File: src/rtl/qspim_sck_gen.sv
// SPI serial-clock generator for the QSPI master. It produces bursts of N SCK cycles
// with a per-chip-select period and mode, plus registered edge, shift and sample strobes.
module qspim_sck_gen #(
  parameter int CNT_W  = 8,
  parameter int NUM_CS = 4,
  parameter int CYC_W  = 6,
  localparam int CS_W  = (NUM_CS > 1) ? $clog2(NUM_CS) : 1
) (
  input  logic                    clk,
  input  logic                    rstn,
  input  logic [NUM_CS*CNT_W-1:0] cfg_sck_period,
  input  logic [NUM_CS-1:0]       cfg_cpol,
  input  logic [NUM_CS-1:0]       cfg_cpha,
  input  logic [CS_W-1:0]         cs_sel,
  input  logic [CYC_W-1:0]        burst_cycles,
  input  logic                    start,
  input  logic                    sck_stall,
  input  logic                    abort,
  output logic                    busy,
  output logic                    done,
  output logic                    spi_clk,
  output logic                    spi_rise,
  output logic                    spi_fall,
  output logic                    spi_shift,
  output logic                    spi_sample,
  output logic                    spi_last
);

  localparam logic [0:0] ST_IDLE = 1'b0;
  localparam logic [0:0] ST_RUN  = 1'b1;

  logic [0:0]       state_q, state_d;
  logic [CNT_W-1:0] cnt_q, cnt_d;
  logic [CNT_W-1:0] per_q, per_d;
  logic [CNT_W-1:0] half_q, half_d;
  logic [CYC_W-1:0] bcnt_q, bcnt_d;
  logic [CYC_W-1:0] ncyc_q, ncyc_d;
  logic             cpol_q, cpol_d;
  logic             cpha_q, cpha_d;
  logic             clk_q, clk_d;
  logic             rise_q, rise_d;
  logic             fall_q, fall_d;
  logic             shift_q, shift_d;
  logic             sample_q, sample_d;
  logic             last_q, last_d;
  logic             done_q, done_d;

  logic [CNT_W-1:0] sel_per;
  logic             sel_cpol;
  logic             sel_cpha;
  logic [CNT_W-1:0] cnt_inc;
  logic             lead_ev;
  logic             trail_ev;

  // Slot lookup; an out-of-range cs_sel falls back to slot 0.
  always_comb begin
    sel_per  = cfg_sck_period[CNT_W-1:0];
    sel_cpol = cfg_cpol[0];
    sel_cpha = cfg_cpha[0];
    for (int i = 1; i < NUM_CS; i++) begin
      if (cs_sel == CS_W'(i)) begin
        sel_per  = cfg_sck_period[i*CNT_W +: CNT_W];
        sel_cpol = cfg_cpol[i];
        sel_cpha = cfg_cpha[i];
      end
    end
    if (sel_per < CNT_W'(2)) begin
      sel_per = CNT_W'(2);
    end
  end

  assign cnt_inc = cnt_q + CNT_W'(1);

  always_comb begin
    state_d  = state_q;
    cnt_d    = cnt_q;
    per_d    = per_q;
    half_d   = half_q;
    bcnt_d   = bcnt_q;
    ncyc_d   = ncyc_q;
    cpol_d   = cpol_q;
    cpha_d   = cpha_q;
    clk_d    = clk_q;
    rise_d   = 1'b0;
    fall_d   = 1'b0;
    shift_d  = 1'b0;
    sample_d = 1'b0;
    last_d   = 1'b0;
    done_d   = 1'b0;
    lead_ev  = 1'b0;
    trail_ev = 1'b0;

    case (state_q)
      ST_IDLE: begin
        clk_d = sel_cpol;
        if (start && !abort) begin
          state_d = ST_RUN;
          per_d   = sel_per;
          half_d  = sel_per >> 1;
          cpol_d  = sel_cpol;
          cpha_d  = sel_cpha;
          ncyc_d  = burst_cycles;
          bcnt_d  = '0;
          cnt_d   = CNT_W'(1);
          // The start cycle counts as the first phase step, so H=1 fires immediately.
          lead_ev = ((sel_per >> 1) == CNT_W'(1));
        end
      end
      default: begin
        if (abort) begin
          state_d = ST_IDLE;
          clk_d   = cpol_q;
          cnt_d   = '0;
          bcnt_d  = '0;
        end else if (last_q) begin
          state_d = ST_IDLE;
          clk_d   = cpol_q;
          done_d  = 1'b1;
          cnt_d   = '0;
          bcnt_d  = '0;
        end else begin
          // An edge already announced by a pulse still completes during a stall.
          if (rise_q) clk_d = 1'b1;
          if (fall_q) clk_d = 1'b0;
          if (!sck_stall) begin
            lead_ev = (cnt_inc == half_q);
            if (cnt_inc == per_q) begin
              trail_ev = 1'b1;
              cnt_d    = '0;
            end else begin
              cnt_d = cnt_inc;
            end
          end
        end
      end
    endcase

    if (lead_ev) begin
      rise_d   = ~cpol_d;
      fall_d   = cpol_d;
      shift_d  = cpha_d;
      sample_d = ~cpha_d;
    end
    if (trail_ev) begin
      rise_d   = cpol_d;
      fall_d   = ~cpol_d;
      shift_d  = ~cpha_d;
      sample_d = cpha_d;
      last_d   = (bcnt_q == ncyc_q);
      bcnt_d   = bcnt_q + CYC_W'(1);
    end
  end

  always_ff @(posedge clk or negedge rstn) begin
    if (!rstn) begin
      state_q  <= ST_IDLE;
      cnt_q    <= '0;
      per_q    <= '0;
      half_q   <= '0;
      bcnt_q   <= '0;
      ncyc_q   <= '0;
      cpol_q   <= 1'b0;
      cpha_q   <= 1'b0;
      clk_q    <= 1'b1;
      rise_q   <= 1'b0;
      fall_q   <= 1'b0;
      shift_q  <= 1'b0;
      sample_q <= 1'b0;
      last_q   <= 1'b0;
      done_q   <= 1'b0;
    end else begin
      state_q  <= state_d;
      cnt_q    <= cnt_d;
      per_q    <= per_d;
      half_q   <= half_d;
      bcnt_q   <= bcnt_d;
      ncyc_q   <= ncyc_d;
      cpol_q   <= cpol_d;
      cpha_q   <= cpha_d;
      clk_q    <= clk_d;
      rise_q   <= rise_d;
      fall_q   <= fall_d;
      shift_q  <= shift_d;
      sample_q <= sample_d;
      last_q   <= last_d;
      done_q   <= done_d;
    end
  end

  assign busy       = (state_q == ST_RUN);
  assign done       = done_q;
  assign spi_clk    = clk_q;
  assign spi_rise   = rise_q;
  assign spi_fall   = fall_q;
  assign spi_shift  = shift_q;
  assign spi_sample = sample_q;
  assign spi_last   = last_q;

endmodule

File: config.mk
export PLATFORM = sky130hd
export DESIGN_NAME = qspim_sck_gen
export DESIGN_NICKNAME = d
export VERILOG_FILES = /design/src/rtl/qspim_sck_gen.sv
export SDC_FILE = /design/constraint.sdc
export NUM_CORES = 1
export LEC_CHECK = 0
export CORE_MARGIN = 1.5
export CORE_UTILIZATION = 30
export DETAILED_ROUTE_END_ITERATION = 8
export DONT_BUFFER_PORTS = 1
export PLACE_DENSITY_LB_ADDON = 0.25
export SYNTH_ARGS = -nofsm -noshare
export SYNTH_HDL_FRONTEND = slang
export SYNTH_SLANG_ARGS = --single-unit
File: constraint.sdc
create_clock -name clk -period 6.1 [get_ports clk]
set_input_delay 0.61 -clock clk [delete_from_list [all_inputs] [get_ports clk]]
set_output_delay 0.61 -clock clk [all_outputs]
set_load 0.01 [all_outputs]
==> results by group <==
Cells and area
  – Final instance area: 0.00266 sq mm
  – Fillers: approximately 830
  – Multi-input gate area: around 0.0014 sq mm
  – Register area: roughly 950 sq um
  – # diodes: 0
  – Area growth syn-to-layout: 7.38%
  – Share of cells above drive strength 1: 0.138
  – Final nets: 308

Synthesis
  – Synth Cell Area: 0.00248 sq mm
  – Sequential area share after synthesis: 0.385
  – Seq cells post-synth: 38
  – Syn avg cell area: 9.63 sq um
  – Top cell type's share of synthesized area: 0.374
  – Mapped Cells: around 260
  – Number of synthesized flops with an enable pin: 0
  – Post-synth cell types: 52
  – Post-synth top cells: 56 x nand2_1, 37 x dfrtp_1, 21 x nor2_1, 14 x xnor2_1, 11 x xor2_1
  – Largest area contributor in the netlist: dfrtp_1
  – Synthesized net count: between 300 and 400
  – Most frequent cell after synthesis: nand2_1
  – Main synth FF type: dfrtp_1
  – Synth area leaders: dfrtp_1 37%, mux4_2 9.1%, nand2_1 8.5%
  – Yosys warnings: 0
  – Async SR Flop Fraction: 1.00

Outcome
  – Status: finished clean

CTS
  – CTS tree: done
  – H-tree levels: 2
  – CTS max path bufs: 2
  – Clk root buf: clkbuf_8
  – Inserted Clock Buffers: 5
  – CTS clk-pin slew, worst paths: 80 ps
  – CTS sink count: 38
  – Worst skew pair latency: 290 ps

Die
  – Die Span X: 93.9 microns
  – Std cell rows: 32
  – Die H: approximately 94 microns
  – Core footprint: slightly below 0.008 sq mm
  – Initial Util: 0.316
  – Die area: about 0.009 sq mm
  – Num ports: 61

Power and ir drop
  – Sequential Power Share: 0.417
  – Combinational share of power: 0.396
  – Switch Pwr: between 0.4 and 0.5 mW
  – Pleak: 1.15 nW
  – P_int: between 0.5 and 0.6 mW
  – Cell Pwr Density: approximately 370 mW/mm^2
  – Clock share of power: 0.188
  – Sw frac: 0.415
  – VDD IR max: ~0.00013 V

Critical path
  – CP top delay family: simple AND/OR/NAND/NOR gates
  – Critical path type: reg -> reg
  – CP endpoint kind: flop
  – Worst r2r src: busy
  – CP Max Fanout: 17
  – CP Data Required Time: 6280 ps
  – Crit-path slowest cell: nor2_1
  – Max stage delay on crit path: about 970 ps
  – Worst EP arrival: 2860 ps
  – Crit path launch: busy
  – Worst-path cell chain: a21oi_1 -> nor2_1 -> mux2i_1 -> inv_1 -> o31ai_1
  – Bufs and invs on worst path: 1
  – CP Launch Type: flop

STA
  – Fin crit period: about 2700 ps
  – Final setup TNS: 0 ps
  – Final hold vios: 0
  – Max Freq: approximately 0.37 GHz
  – Setup Skew: 9.67 ps
  – Slew Limit Headroom: 0.186
  – Final Slew Violations: 0
  – Setup violators final: 0
  – Tcrit/Tclk final: 0.439
  – RSZ-0062 raised after global routing: no
  – Slew of the pin with the lowest slew margin: roughly 1200 ps

Placement
  – DP HPWL: 4090 microns
  – Gpl congestion: 0.837
  – Placed Area: between 0.002 and 0.003 sq mm
  – Port Buffers: 0

Job
  – Max-Cap Viols: 0

Drt
  – Vias/cell: between 5 and 6
  – Vias post-DR: roughly 1800
  – Post-route antenna net violation count: 0
  – Initial DRC count: roughly 180
  – Drt drc: 0
  – Total Wirelength: between 5000 and 6000 microns
  – TritonRoute pass-1 iters: 4
  – Drt wl/cell: around 16 microns

Global route
  – Vias in the first global route: approximately 1900
  – Initial antenna violation count: 0
  – GR Util All Layers: 0.137
  – First-pass GRT wire length: between 9000 and 10000 microns
  – Largest net degree at the start of global routing: 39
  – Overflow after GRT: 0

Min path
  – Min-delay worst type: in -> async
[layout make-up]
| type | instances | area share |
|---|---|---|
| Timing Repair Buffer | 3 | 0.0151 |
| Sequential cell | 38 | 0.358 |
| Multi-Input combinational cell | 199 | 0.535 |
| Clock buffer | 6 | 0.0311 |
| Tap cell | 102 | 0.0480 |
| Inverter | 6 | 0.00847 |
| Clock inverter | 2 | 0.00471 |
[worst register-to-register path, cell delays in order, from the launching register on]
cell and delay, ps:
dfrtp_1 600, a21oi_1 230, nor2_1 970, mux2i_1 370
inv_1 110, o31ai_1 290
[kinds of logic after synthesis]
group | after synthesis | share of synthesized area
mux | 15 | 0.112
fa+ha+maj | 2 | 0.0101
simple gates | 110 | 0.210
compound gates | 45 | 0.134
flops | 38 | 0.385
xor+xnor | 27 | 0.108
buf+inv | 20 | 0.0414
[metal layers]
layer,routed length [microns],vias to the layer above,track usage
met2,2380,79,0.204
met1,2730,849,0.201
li1,-,897,-
met5,0,-,0
met4,33,0,0.0398
met3,403,2,0.0259
[stage by stage]
stage               power, mW  instances  setup slack (ps)  hold WS (ps)  utilization
detailed placement      0.800        345              3360           315        0.322
global route             1.07        356              3000          1.27        0.339
global placement        0.799        345              3440           315        0.322
floorplan               0.721        257              3860           314            -
CTS                     0.989        353              3350         0.211        0.334
finish                  0.986        356              3420          10.3        0.339
[placed cells by master (no fill, tap or decap), types with 2 or more instances in the layout]
master / instances
mux4_2: 10
clkbuf_8: 6
nor4_1: 4
and3_1: 4
a22o_1: 3
o21bai_1: 4
dlygate4sd3_1: 2
nor2_1: 21
a21o_1: 2
or2_2: 2
nand3_1: 2
nand2_1: 56
xor2_1: 11
dfrtp_1: 37
mux2i_1: 4
and2_1: 2
a21oi_1: 8
inv_1: 6
o22ai_1: 3
nand4_1: 4
nor3_1: 5
ha_1: 2
o21ai_0: 8
nor2_2: 2
o31ai_1: 4
a221o_1: 2
xnor2_1: 14
[final timing paths]
path / endpoint / slack [ps] / cells past startpoint
setup / recovery: spi_sample / 3420 / 5
hold / removal: bcnt_q[3] / 10 / 0
setup reg to reg: spi_sample / 3420 / 5
hold reg to reg: ncyc_q[3] / 500 / 2
max in group asynchronous: per_q[3] / 5040 / 1
min in group clk: ncyc_q[4] / 430 / 2
[flip-flops by register name, indices dropped and copies added (netlist names)]
name        cells
cnt_q           8
per_q           8
bcnt_q          6
ncyc_q          6
busy            1
cpha_q          1
cpol_q          1
done            1
spi_clk         1
spi_fall        1
spi_last        1
spi_rise        1
spi_sample      1
spi_shift       1
[what timing repair did]
action / CTS / global route
buffers inserted: 0 / 0
hold buffers: 0 / 3
endpoints found under the hold margin: 0 / 23
resized for setup: 0 / 0
[power groups by stage]
stage                     logic, mW  clock network, mW  registers [mW]
final                         0.390              0.185           0.411
after global routing          0.452              0.197           0.423
after CTS                     0.388              0.191           0.410
after detailed placement      0.384                  0           0.416
after global placement        0.383                  0           0.415
after floorplan               0.346                  0           0.375
Power figures use the tool's default switching activity.
